--- src/rtl/ddr4_app_pkg.sv ---
// Shared state encoding, MIG command codes and line geometry for the DDR4 app adapter.
package ddr4_app_pkg;

    typedef enum logic [2:0] {
        IDLE,
        WR,
        RD_CMD,
        RD_WAIT,
        RESP
    } ddr4_adapter_state_e;

    localparam logic [2:0] AppCmdWrite = 3'b000;
    localparam logic [2:0] AppCmdRead  = 3'b001;

    // A 64-byte line holds sixteen 32-bit TL-UL words; address bits [5:2] pick the word.
    localparam int LineBits     = 512;
    localparam int LanesPerLine = LineBits / 32;
    localparam int LaneIdxWidth = $clog2(LanesPerLine);

endpackage

--- src/rtl/tlul_pkg.sv ---
// TL-UL bus types and opcodes used by the DMA main-memory port.
package tlul_pkg;

    // Channel A opcodes
    localparam logic [2:0] PutFullData    = 3'h0;
    localparam logic [2:0] PutPartialData = 3'h1;
    localparam logic [2:0] Get            = 3'h4;

    // Channel D opcodes
    localparam logic [2:0] AccessAck      = 3'h0;
    localparam logic [2:0] AccessAckData  = 3'h1;

    typedef struct packed {
        logic        a_valid;
        logic [2:0]  a_opcode;
        logic [2:0]  a_param;
        logic [1:0]  a_size;
        logic [7:0]  a_source;
        logic [31:0] a_address;
        logic [3:0]  a_mask;
        logic [31:0] a_data;
        logic        d_ready;
    } tl_h2d_t;

    typedef struct packed {
        logic        d_valid;
        logic [2:0]  d_opcode;
        logic [2:0]  d_param;
        logic [1:0]  d_size;
        logic [7:0]  d_source;
        logic        d_sink;
        logic [31:0] d_data;
        logic        d_error;
        logic        a_ready;
    } tl_d2h_t;

endpackage

--- src/rtl/ddr4_app_lane_sel.sv ---
// Word-lane steering between a 32-bit TL-UL word and a MIG line:
// replicates write data, builds the MIG byte mask, and picks the read word.
module ddr4_app_lane_sel
    import ddr4_app_pkg::*;
#(
    parameter int AppDataWidth = 512
) (
    input  logic [31:0]               wdata,
    input  logic [3:0]                wmask,
    input  logic [LaneIdxWidth-1:0]   lane,
    input  logic [AppDataWidth-1:0]   rd_line,
    output logic [AppDataWidth-1:0]   wdf_data,
    output logic [AppDataWidth/8-1:0] wdf_mask,
    output logic [31:0]               rd_word
);

    localparam int Lanes = AppDataWidth / 32;

    // Replicate the word everywhere; only the selected lane is unmasked (MIG mask: 1 = keep).
    always_comb begin
        // NOTE: every output gets a default first so no path through this block can infer a latch.
        wdf_data = '0;
        wdf_mask = '1;
        for (int i = 0; i < Lanes; i++) begin
            wdf_data[i*32 +: 32] = wdata;
            wdf_mask[i*4 +: 4]   = (int'(lane) == i) ? ~wmask : 4'hF;
        end
        rd_word = rd_line[int'(lane)*32 +: 32];
    end

endmodule

--- src/rtl/tlul_ddr4_app_adapter.sv ---
// TL-UL (32-bit, single outstanding) to Xilinx DDR4 MIG native app interface (512-bit lines).
// Runs entirely in the MIG UI clock domain.
module tlul_ddr4_app_adapter
    import tlul_pkg::*;
    import ddr4_app_pkg::*;
#(
    parameter int AppAddrWidth = 31,
    parameter int AppDataWidth = 512,
    parameter int RdTimeout    = 1023
) (
    input  logic                      clk_i,
    input  logic                      rst_i,
    input  logic                      calib_done_i,
    input  tl_h2d_t                   tl_i,
    output tl_d2h_t                   tl_o,
    output logic [AppAddrWidth-1:0]   app_addr_o,
    output logic [2:0]                app_cmd_o,
    output logic                      app_en_o,
    input  logic                      app_rdy_i,
    output logic [AppDataWidth-1:0]   app_wdf_data_o,
    output logic [AppDataWidth/8-1:0] app_wdf_mask_o,
    output logic                      app_wdf_wren_o,
    output logic                      app_wdf_end_o,
    input  logic                      app_wdf_rdy_i,
    input  logic [AppDataWidth-1:0]   app_rd_data_i,
    input  logic                      app_rd_data_valid_i
);

    localparam logic [9:0] TimeoutCnt = 10'(RdTimeout);

    ddr4_adapter_state_e state_q;

    logic                    a_ready_q;
    logic                    en_q;
    logic                    wren_q;
    logic                    cmd_done_q;
    logic                    wdf_done_q;
    logic [2:0]              cmd_q;
    logic [AppAddrWidth-1:0] addr_q;
    logic [LaneIdxWidth-1:0] lane_q;
    logic [31:0]             wdata_q;
    logic [3:0]              wmask_q;
    logic [9:0]              cnt_q;

    logic                    d_valid_q;
    logic                    d_error_q;
    logic [2:0]              d_opcode_q;
    logic [31:0]             d_data_q;
    logic [7:0]              d_source_q;
    logic [1:0]              d_size_q;

    logic [AppDataWidth-1:0]   line_data;
    logic [AppDataWidth/8-1:0] line_mask;
    logic [31:0]               rd_word;

    // Byte-offset bits and a_param carry no information for word-wide accesses.
    logic unused_tl;
    assign unused_tl = ^{tl_i.a_param, tl_i.a_address[1:0]};

    ddr4_app_lane_sel #(
        .AppDataWidth(AppDataWidth)
    ) u_lane_sel (
        .wdata   (wdata_q),
        .wmask   (wmask_q),
        .lane    (lane_q),
        .rd_line (app_rd_data_i),
        .wdf_data(line_data),
        .wdf_mask(line_mask),
        .rd_word (rd_word)
    );

    // Request accept, MIG command/data handshakes, read wait with timeout, and response hold.
    always_ff @(posedge clk_i) begin
        if (rst_i) begin
            // NOTE: sequential state uses non-blocking assignments so every register samples pre-edge values.
            state_q    <= IDLE;
            a_ready_q  <= 1'b0;
            en_q       <= 1'b0;
            wren_q     <= 1'b0;
            cmd_done_q <= 1'b0;
            wdf_done_q <= 1'b0;
            cmd_q      <= AppCmdWrite;
            addr_q     <= '0;
            lane_q     <= '0;
            wdata_q    <= '0;
            wmask_q    <= '0;
            cnt_q      <= '0;
            d_valid_q  <= 1'b0;
            d_error_q  <= 1'b0;
            d_opcode_q <= AccessAck;
            d_data_q   <= '0;
            d_source_q <= '0;
            d_size_q   <= '0;
        end else begin
            unique case (state_q)
                IDLE: begin
                    if (tl_i.a_valid && a_ready_q) begin
                        a_ready_q  <= 1'b0;
                        addr_q     <= AppAddrWidth'({tl_i.a_address[31:6], 3'b000});
                        lane_q     <= tl_i.a_address[5:2];
                        wdata_q    <= tl_i.a_data;
                        wmask_q    <= tl_i.a_mask;
                        d_source_q <= tl_i.a_source;
                        d_size_q   <= tl_i.a_size;
                        d_error_q  <= 1'b0;
                        d_data_q   <= '0;
                        case (tl_i.a_opcode)
                            Get: begin
                                state_q <= RD_CMD;
                                cmd_q   <= AppCmdRead;
                                en_q    <= 1'b1;
                            end
                            PutFullData, PutPartialData: begin
                                state_q    <= WR;
                                cmd_q      <= AppCmdWrite;
                                en_q       <= 1'b1;
                                wren_q     <= 1'b1;
                                cmd_done_q <= 1'b0;
                                wdf_done_q <= 1'b0;
                            end
                            default: begin
                                // Unsupported opcode: answer with an error, never touch DDR.
                                state_q    <= RESP;
                                d_valid_q  <= 1'b1;
                                d_opcode_q <= AccessAck;
                                d_error_q  <= 1'b1;
                            end
                        endcase
                    end else begin
                        a_ready_q <= calib_done_i;
                    end
                end
                WR: begin
                    if (en_q && app_rdy_i) begin
                        en_q       <= 1'b0;
                        cmd_done_q <= 1'b1;
                    end
                    if (wren_q && app_wdf_rdy_i) begin
                        wren_q     <= 1'b0;
                        wdf_done_q <= 1'b1;
                    end
                    if (cmd_done_q && wdf_done_q) begin
                        state_q    <= RESP;
                        d_valid_q  <= 1'b1;
                        d_opcode_q <= AccessAck;
                    end
                end
                RD_CMD: begin
                    if (app_rdy_i) begin
                        en_q    <= 1'b0;
                        cnt_q   <= '0;
                        state_q <= RD_WAIT;
                    end
                end
                RD_WAIT: begin
                    if (app_rd_data_valid_i) begin
                        state_q    <= RESP;
                        d_valid_q  <= 1'b1;
                        d_opcode_q <= AccessAckData;
                        d_data_q   <= rd_word;
                        d_error_q  <= 1'b0;
                    end else if (cnt_q == TimeoutCnt) begin
                        state_q    <= RESP;
                        d_valid_q  <= 1'b1;
                        d_opcode_q <= AccessAckData;
                        d_data_q   <= '0;
                        d_error_q  <= 1'b1;
                    end else begin
                        cnt_q <= cnt_q + 10'd1;
                    end
                end
                RESP: begin
                    if (tl_i.d_ready) begin
                        d_valid_q <= 1'b0;
                        state_q   <= IDLE;
                        a_ready_q <= calib_done_i;
                    end
                end
                default: state_q <= IDLE;
            endcase
        end
    end

    // Drive the TL-UL response channel from the held response registers.
    always_comb begin
        tl_o          = '0;
        tl_o.d_valid  = d_valid_q;
        tl_o.d_opcode = d_opcode_q;
        tl_o.d_size   = d_size_q;
        tl_o.d_source = d_source_q;
        tl_o.d_data   = d_data_q;
        tl_o.d_error  = d_error_q;
        tl_o.a_ready  = a_ready_q;
    end

    assign app_addr_o     = addr_q;
    assign app_cmd_o      = cmd_q;
    assign app_en_o       = en_q;
    assign app_wdf_data_o = line_data;
    assign app_wdf_mask_o = (state_q == WR) ? line_mask : '0;
    assign app_wdf_wren_o = wren_q;
    assign app_wdf_end_o  = wren_q;

endmodule

--- config.mk ---
export PLATFORM = sky130hd
export DESIGN_NAME = tlul_ddr4_app_adapter
export DESIGN_NICKNAME = d
export VERILOG_FILES = /design/src/rtl/ddr4_app_pkg.sv /design/src/rtl/tlul_pkg.sv /design/src/rtl/ddr4_app_lane_sel.sv /design/src/rtl/tlul_ddr4_app_adapter.sv
export SDC_FILE = /design/constraint.sdc
export NUM_CORES = 1
export LEC_CHECK = 0
export ABC_AREA = 1
export CAP_MARGIN = 15
export CORE_AREA = 5 5 492 494
export DETAILED_ROUTE_END_ITERATION = 8
export DIE_AREA = 0 0 497 499
export PLACE_DENSITY = 0.32
export SKIP_LAST_GASP = 1
export SLEW_MARGIN = 10
export SYNTH_ARGS = -nofsm -noshare
export SYNTH_HDL_FRONTEND = slang
export SYNTH_SLANG_ARGS = --single-unit
--- constraint.sdc ---
create_clock -name clk_i -period 1.45 [get_ports clk_i]
set_input_delay 0.29 -clock clk_i [delete_from_list [all_inputs] [get_ports clk_i]]
set_output_delay 0.29 -clock clk_i [all_outputs]
set_load 0.02 [all_outputs]
After elaboration in Yosys (flattened, before gate mapping):

Cells that the tools add are included.

* logic and storage cells: 152
* output and inout port bits: 665
* bits of input ports: 604
* register bits after elaboration: 134

* bitwise gates (word level): 1
* multiplexer cells: 69
* reduce and logical (&&, ||, !) cells: 28
* equal/unequal tests: 34
* add/sub/neg operators: 1
* shift operators: 1

Operator list (count)
* $shiftx 512x10->32: 1
* $mux 32: 3
* $mux 4: 16
* $mux 64: 1
* $pmux 32 s2: 1
* $mux 3: 11
* $eq 4x4->1 const B: 8
* $mux 10: 3
* $mux 1: 22
* $ne 2x2->1 const B: 10
* $pmux 10 s2: 1
* $eq 4x3->1 const B: 4
* $pmux 3 s5: 1
* $reduce_and 5->1: 3
* $pmux 3 s2: 2
* $reduce_and 4->1: 3
* $add 10x1->10 const B: 1
* $eq 10x10->1 const B: 1
* $pmux 1 s2: 5
* $reduce_bool 2->1: 5
* $pmux 3 s3: 1
* $eq 4x2->1 const B: 2
* $eq 3x1->1 const B: 2
* $eq 3x2->1 const B: 2
* other kinds (17): 25

Logic depth before layout (Yosys ltp):

* word-level depth: 5
* gate-level depth with buffers: 12
* depth with buffers taken out: 10

Hierarchy:

Synthesis repeated with hierarchy kept, for this count alone.

* cells, all modules: 2993
* area, all modules: 16051.6 µm²

By module, submodules not included
* ddr4_app_lane_sel: seq. area each 0.0 µm², cells each 2153, times used 1, area an instance 10269.8 µm²
* tlul_ddr4_app_adapter: seq. area each 2602.5 µm², cells each 840, times used 1, area an instance 5781.8 µm²

Worst setup path before layout:

No wires, ideal clock.

* kind: register to output
* start point: register lane_q[1]
* end point: output port app_wdf_mask_o[8]
* path buffers: 3
* cell stages (with the launch flop): 9
* arrival: 1309 ps
* setup slack: -149 ps
* required time: 1160 ps
* cells stage by stage: dfxtp_1 > buf_2 > inv_2 > buf_2 > buf_2 > nor2_1 > nand2_1 > o21ai_0 > inv_1

* word-level cells in the longest chain between the ends: 3

Ends and longest elaborated chain
* from (decl): line tlul_ddr4_app_adapter.sv:40 `logic [LaneIdxWidth-1:0] lane_q;`
* from (signal assigned): line tlul_ddr4_app_adapter.sv:100 `lane_q <= tl_i.a_address[5:2];`
* $eq 4x3->1: line ddr4_app_lane_sel.sv:26 `wdf_mask[i*4 +: 4] = (int'(lane) == i) ? ~wmask : 4'hF;`
* $mux 4: line ddr4_app_lane_sel.sv:26
* $mux 64: line tlul_ddr4_app_adapter.sv:200 `assign app_wdf_mask_o = (state_q == WR) ? line_mask : '0;`
* to (decl): line tlul_ddr4_app_adapter.sv:21 `output logic [AppDataWidth/8-1:0] app_wdf_mask_o,`

No other way between the ends.

Final worst setup path:

* start point: register lane_q[0]
* end point: output port app_wdf_mask_o[3]

* word-level cells in the longest chain between the ends: 3

Ends and longest elaborated chain (line)
* $logic_not 4->1: ddr4_app_lane_sel.sv:26
* $mux 4: ddr4_app_lane_sel.sv:26
* $mux 64: tlul_ddr4_app_adapter.sv:200

No other way between the ends.

==> results.md <==
* Run status: finished, violations left
* Failing checks: setup timing
* Total overflow reported by the global router at 0
* Overall die width at 497 microns
* Max-cap viol count at 0
* Number of stages on the worst hold path at 3
* H-tree depth at 4
* Total global-route track usage at 0.114
* Top-Level Pins at 1269
* Reg-to-Reg End: d_data_q[1]
* TritonCTS Sinks at 130
* Final core occ at 0.155
* Length of the first detailed-routing pass in iterations at 7
* Height of the chip at 499 microns
* Shortest clock period the worst path allows after layout at 2.23 ns
* Clock-pin slew on the worst setup and hold paths at 0.07 ns
* Unrepaired setup endpoints after global routing: yes
* R2r worst-path depth at 12
* Initial antenna violation count at 36
* TritonCTS buffer count at 17
* Via count of the first global-routing pass at 21.4k
* Fmax at 449 MHz
* Synthesized area at 0.0152 sq mm
* Die Footprint at 0.248 sq mm
* Largest net degree at the start of global routing at 44
* Core ar. at 0.237 sq mm
* Power per standard cell area at 1050 mW/mm^2
* Yosys reg bits at 130
* Final period utilization at 1.54
* Worst setup slack for register-to-register paths at -0.71 ns
* Final Total Pwr at 38400 uW
* Post-synthesis instance total at 2775
* Count of nets after finishing at 4591
* Setup crit end kind: output port
* Count of buffers inserted at the top-level ports at 1250
* Relative slew slack at 0.566
* Slew of the pin with the lowest slew margin at 0.652 ns
* Starting density of the core at 0.0642
* Num rows at 179
* Critical hold path startpoint: rst_i
* Maximum vdd ir drop at 1.03 mV
* Synth-to-Final Area Change at 141%
* Yosys cell types at 31
* Routability Congestion at 0.846
* Average cell area after synthesis at 5.48 sq um
* Antenna violation net count after detailed routing at 0
* Layout filler cell count at 27.3k
* Worst r2r src: lane_q[0]
* Post-layout instance area at 0.0367 sq mm
* Leakage power at 0.0168 uW
* Routed length per instance at 21.6 microns
* WP data arrival at 1.94 ns
* Clock tree from TritonCTS: yes
* Wire length of the first global-routing pass at 194000 microns
* Pins over their slew limit at 0
* DRT iter0 DRCs at 849
* Share of layout cells above drive strength 1 at 0.401
* Register area share after synthesis at 0.171
* Type of the worst setup path: reg2out
* Worst Setup Start Kind: flip-flop
* Root Buffer: sky130_fd_sc_hd__clkbuf_16
* Place WS at -0.915 ns
* Required time at the worst-slack endpoint at 1.16 ns
* Hold Buf Count CTS at 0
* Clock tree buffer depth at 2
* Residual DRC count at 0
* Mean number of vias per cell at 2.99
* Hold violation count in the final report at 0
* Sink of the worst hold path: wdata_q[0]
* Highest net fanout along the worst path at 5
* Placed wire-length estimate at 125000 microns
* Path category of the worst min-delay check: in2reg
* Min setup slack post-route at -0.778 ns
* Total via count after detailed routing at 21.4k
* Worst clock skew on the final layout at 0.0233 ns
* Warnings, synthesis at 0
* Placed Instances at 6843
* Post-placement cell area at 0.0312 sq mm
* Clock latency reported for the late side of the worst-skew pair at 0.52 ns
* Setup-violating endpoint count in the final report at 627
* Final standard cell count with taps included and fillers excluded at 7175
* Wire length after detailed routing at 155000 microns
[cells in the mapped netlist]
| master | count | share of area |
|---|---|---|
| sky130_fd_sc_hd__nand2_2 | 8 | 0.0033 |
| sky130_fd_sc_hd__nand2_1 | 1524 | 0.38 |
| sky130_fd_sc_hd__buf_2 | 70 | 0.023 |
| sky130_fd_sc_hd__clkbuf_1 | 42 | 0.010 |
| sky130_fd_sc_hd__nand3_2 | 2 | 0.0013 |
| sky130_fd_sc_hd__inv_1 | 80 | 0.020 |
| sky130_fd_sc_hd__xor2_1 | 2 | 0.0012 |
| sky130_fd_sc_hd__o211ai_1 | 1 | 0.00049 |
| sky130_fd_sc_hd__buf_1 | 2 | 0.00049 |
| sky130_fd_sc_hd__inv_4 | 1 | 0.00041 |
| sky130_fd_sc_hd__nor3_1 | 4 | 0.0013 |
| sky130_fd_sc_hd__a31oi_1 | 1 | 0.00041 |
| sky130_fd_sc_hd__buf_6 | 16 | 0.012 |
| sky130_fd_sc_hd__conb_1 | 1 | 0.00025 |
| sky130_fd_sc_hd__nor2_8 | 1 | 0.0013 |
| sky130_fd_sc_hd__nand4_1 | 3 | 0.0012 |
| sky130_fd_sc_hd__ha_1 | 1 | 0.00082 |
| sky130_fd_sc_hd__o21ai_1 | 20 | 0.0066 |
| sky130_fd_sc_hd__buf_4 | 518 | 0.26 |
| sky130_fd_sc_hd__nand3_1 | 79 | 0.026 |
| sky130_fd_sc_hd__nor3b_1 | 1 | 0.00049 |
| sky130_fd_sc_hd__inv_2 | 8 | 0.0020 |
| sky130_fd_sc_hd__clkinv_1 | 2 | 0.00049 |
| sky130_fd_sc_hd__dfxtp_1 | 130 | 0.17 |
| sky130_fd_sc_hd__a21oi_1 | 133 | 0.044 |
| sky130_fd_sc_hd__nor2_1 | 33 | 0.0081 |
| sky130_fd_sc_hd__nor2_2 | 4 | 0.0016 |
| sky130_fd_sc_hd__xnor2_1 | 2 | 0.0012 |
| sky130_fd_sc_hd__nand2_4 | 1 | 0.00074 |
| sky130_fd_sc_hd__a21oi_4 | 1 | 0.0011 |
| sky130_fd_sc_hd__o21ai_0 | 84 | 0.028 |
[worst max-delay path by stage]
| stage | start | slack [ns] | endpoint |
|---|---|---|---|
| 2_1_floorplan | lane_q[2] | -0.05 | app_wdf_mask_o[25] |
| 3_3_place_gp | lane_q[0] | -0.98 | app_wdf_mask_o[62] |
| 3_5_place_dp | lane_q[0] | -0.91 | app_wdf_mask_o[61] |
| 4_1_cts | lane_q[0] | -0.94 | app_wdf_mask_o[3] |
| 5_1_grt | lane_q[0] | -0.92 | app_wdf_mask_o[49] |
| 6_report | lane_q[0] | -0.78 | app_wdf_mask_o[3] |
[per-layer routing]
layer / track usage / share of wire / up-vias
li1: - / - / 10430
met1: 0.132 / 0.41 / 9952
met4: 0.0204 / 0.020 / 12
met2: 0.209 / 0.51 / 921
met3: 0.0333 / 0.064 / 110
met5: 0 / 0.00053 / -
[cell usage in the layout (no fill, tap or decap), drive strengths merged]
| master | count |
|---|---|
| a21oi | 134 |
| a31oi | 1 |
| buf | 1177 |
| bufbuf | 2 |
| bufinv | 2 |
| clkbuf | 67 |
| clkdlybuf4s50 | 598 |
| clkinv | 3 |
| clkinvlp | 4 |
| conb | 13 |
| dfxtp | 130 |
| diode | 9 |
| dlymetal6s2s | 2 |
| ha | 1 |
| inv | 95 |
| nand2 | 1533 |
| nand3 | 82 |
| nand4 | 3 |
| nor2 | 38 |
| nor3 | 4 |
| nor3b | 1 |
| o211ai | 1 |
| o21ai | 104 |
| xnor2 | 2 |
| xor2 | 2 |
[state kept, by name, indices dropped and copies added (netlist names), 3 cells and up]
signal / count
app_addr_o: 26
wmask_q: 4
wdata_q: 32
cnt_q: 10
d_source_q: 8
d_data_q: 32
state_q: 3
lane_q: 4
[worst max-delay path, stage by stage, from the launching register on]
cell and delay [ns]:
sky130_fd_sc_hd__dfxtp_4 0.36, sky130_fd_sc_hd__buf_12 0.14, sky130_fd_sc_hd__buf_12 0.13, sky130_fd_sc_hd__nor2_4 0.14, sky130_fd_sc_hd__buf_12 0.14, sky130_fd_sc_hd__nand2_8 0.06, sky130_fd_sc_hd__buf_6 0.12, sky130_fd_sc_hd__o21ai_4 0.13
sky130_fd_sc_hd__inv_2 0.07, sky130_fd_sc_hd__buf_12 0.13
[report_power, final]
part | switching [uW] | internal [uW] | total, uW
registers | 325 | 3910 | 4230
logic | 15800 | 13400 | 29200
clock network | 2400 | 2610 | 5020
[metrics by stage]
stage	setup TNS (ns)	hold WS (ns)
3_5_place_dp	-106.52	0.453
6_report	-130.28	0.159
5_1_grt	-193.89	0.122
4_1_cts	-321.24	0.124
3_3_place_gp	-107.83	0.449
2_1_floorplan	-1.69	0.426
[layout make-up]
type | count | area (sq um) | share of cell area
multi-input cells | 1919 | 9100 | 0.248
clock inverters | 13 | 150 | 0.00409
well taps | 3167 | 3960 | 0.108
flip-flops and latches | 130 | 2710 | 0.0737
clock buffers | 19 | 443 | 0.0121
diodes | 9 | 22.5 | 0.000614
inverters | 91 | 385 | 0.0105
repair buffers | 1827 | 19900 | 0.543
[kinds of logic (layout without fill, tap and decap cells)]
family | after synthesis | count (layout) | share of synthesized area
flip-flops | 130 | 130 | 0.171
other | 1 | 22 | 0.000247
AO/OA/AOI/OAI | 240 | 240 | 0.0800
adder cells (fa/ha/maj) | 1 | 1 | 0.000822
AND/OR/NAND/NOR | 1660 | 1661 | 0.422
XOR/XNOR | 4 | 4 | 0.00230
buffers and inverters | 739 | 1950 | 0.324
[timing repair]
action	CTS	global route
pin swaps	27	85
hold endpoints to repair	0	0
cloned	12	25
gates resized for setup	1718	1952
setup buffers	95	172
setup endpoints to repair	758	758
(Power assumes the default switching activity.)
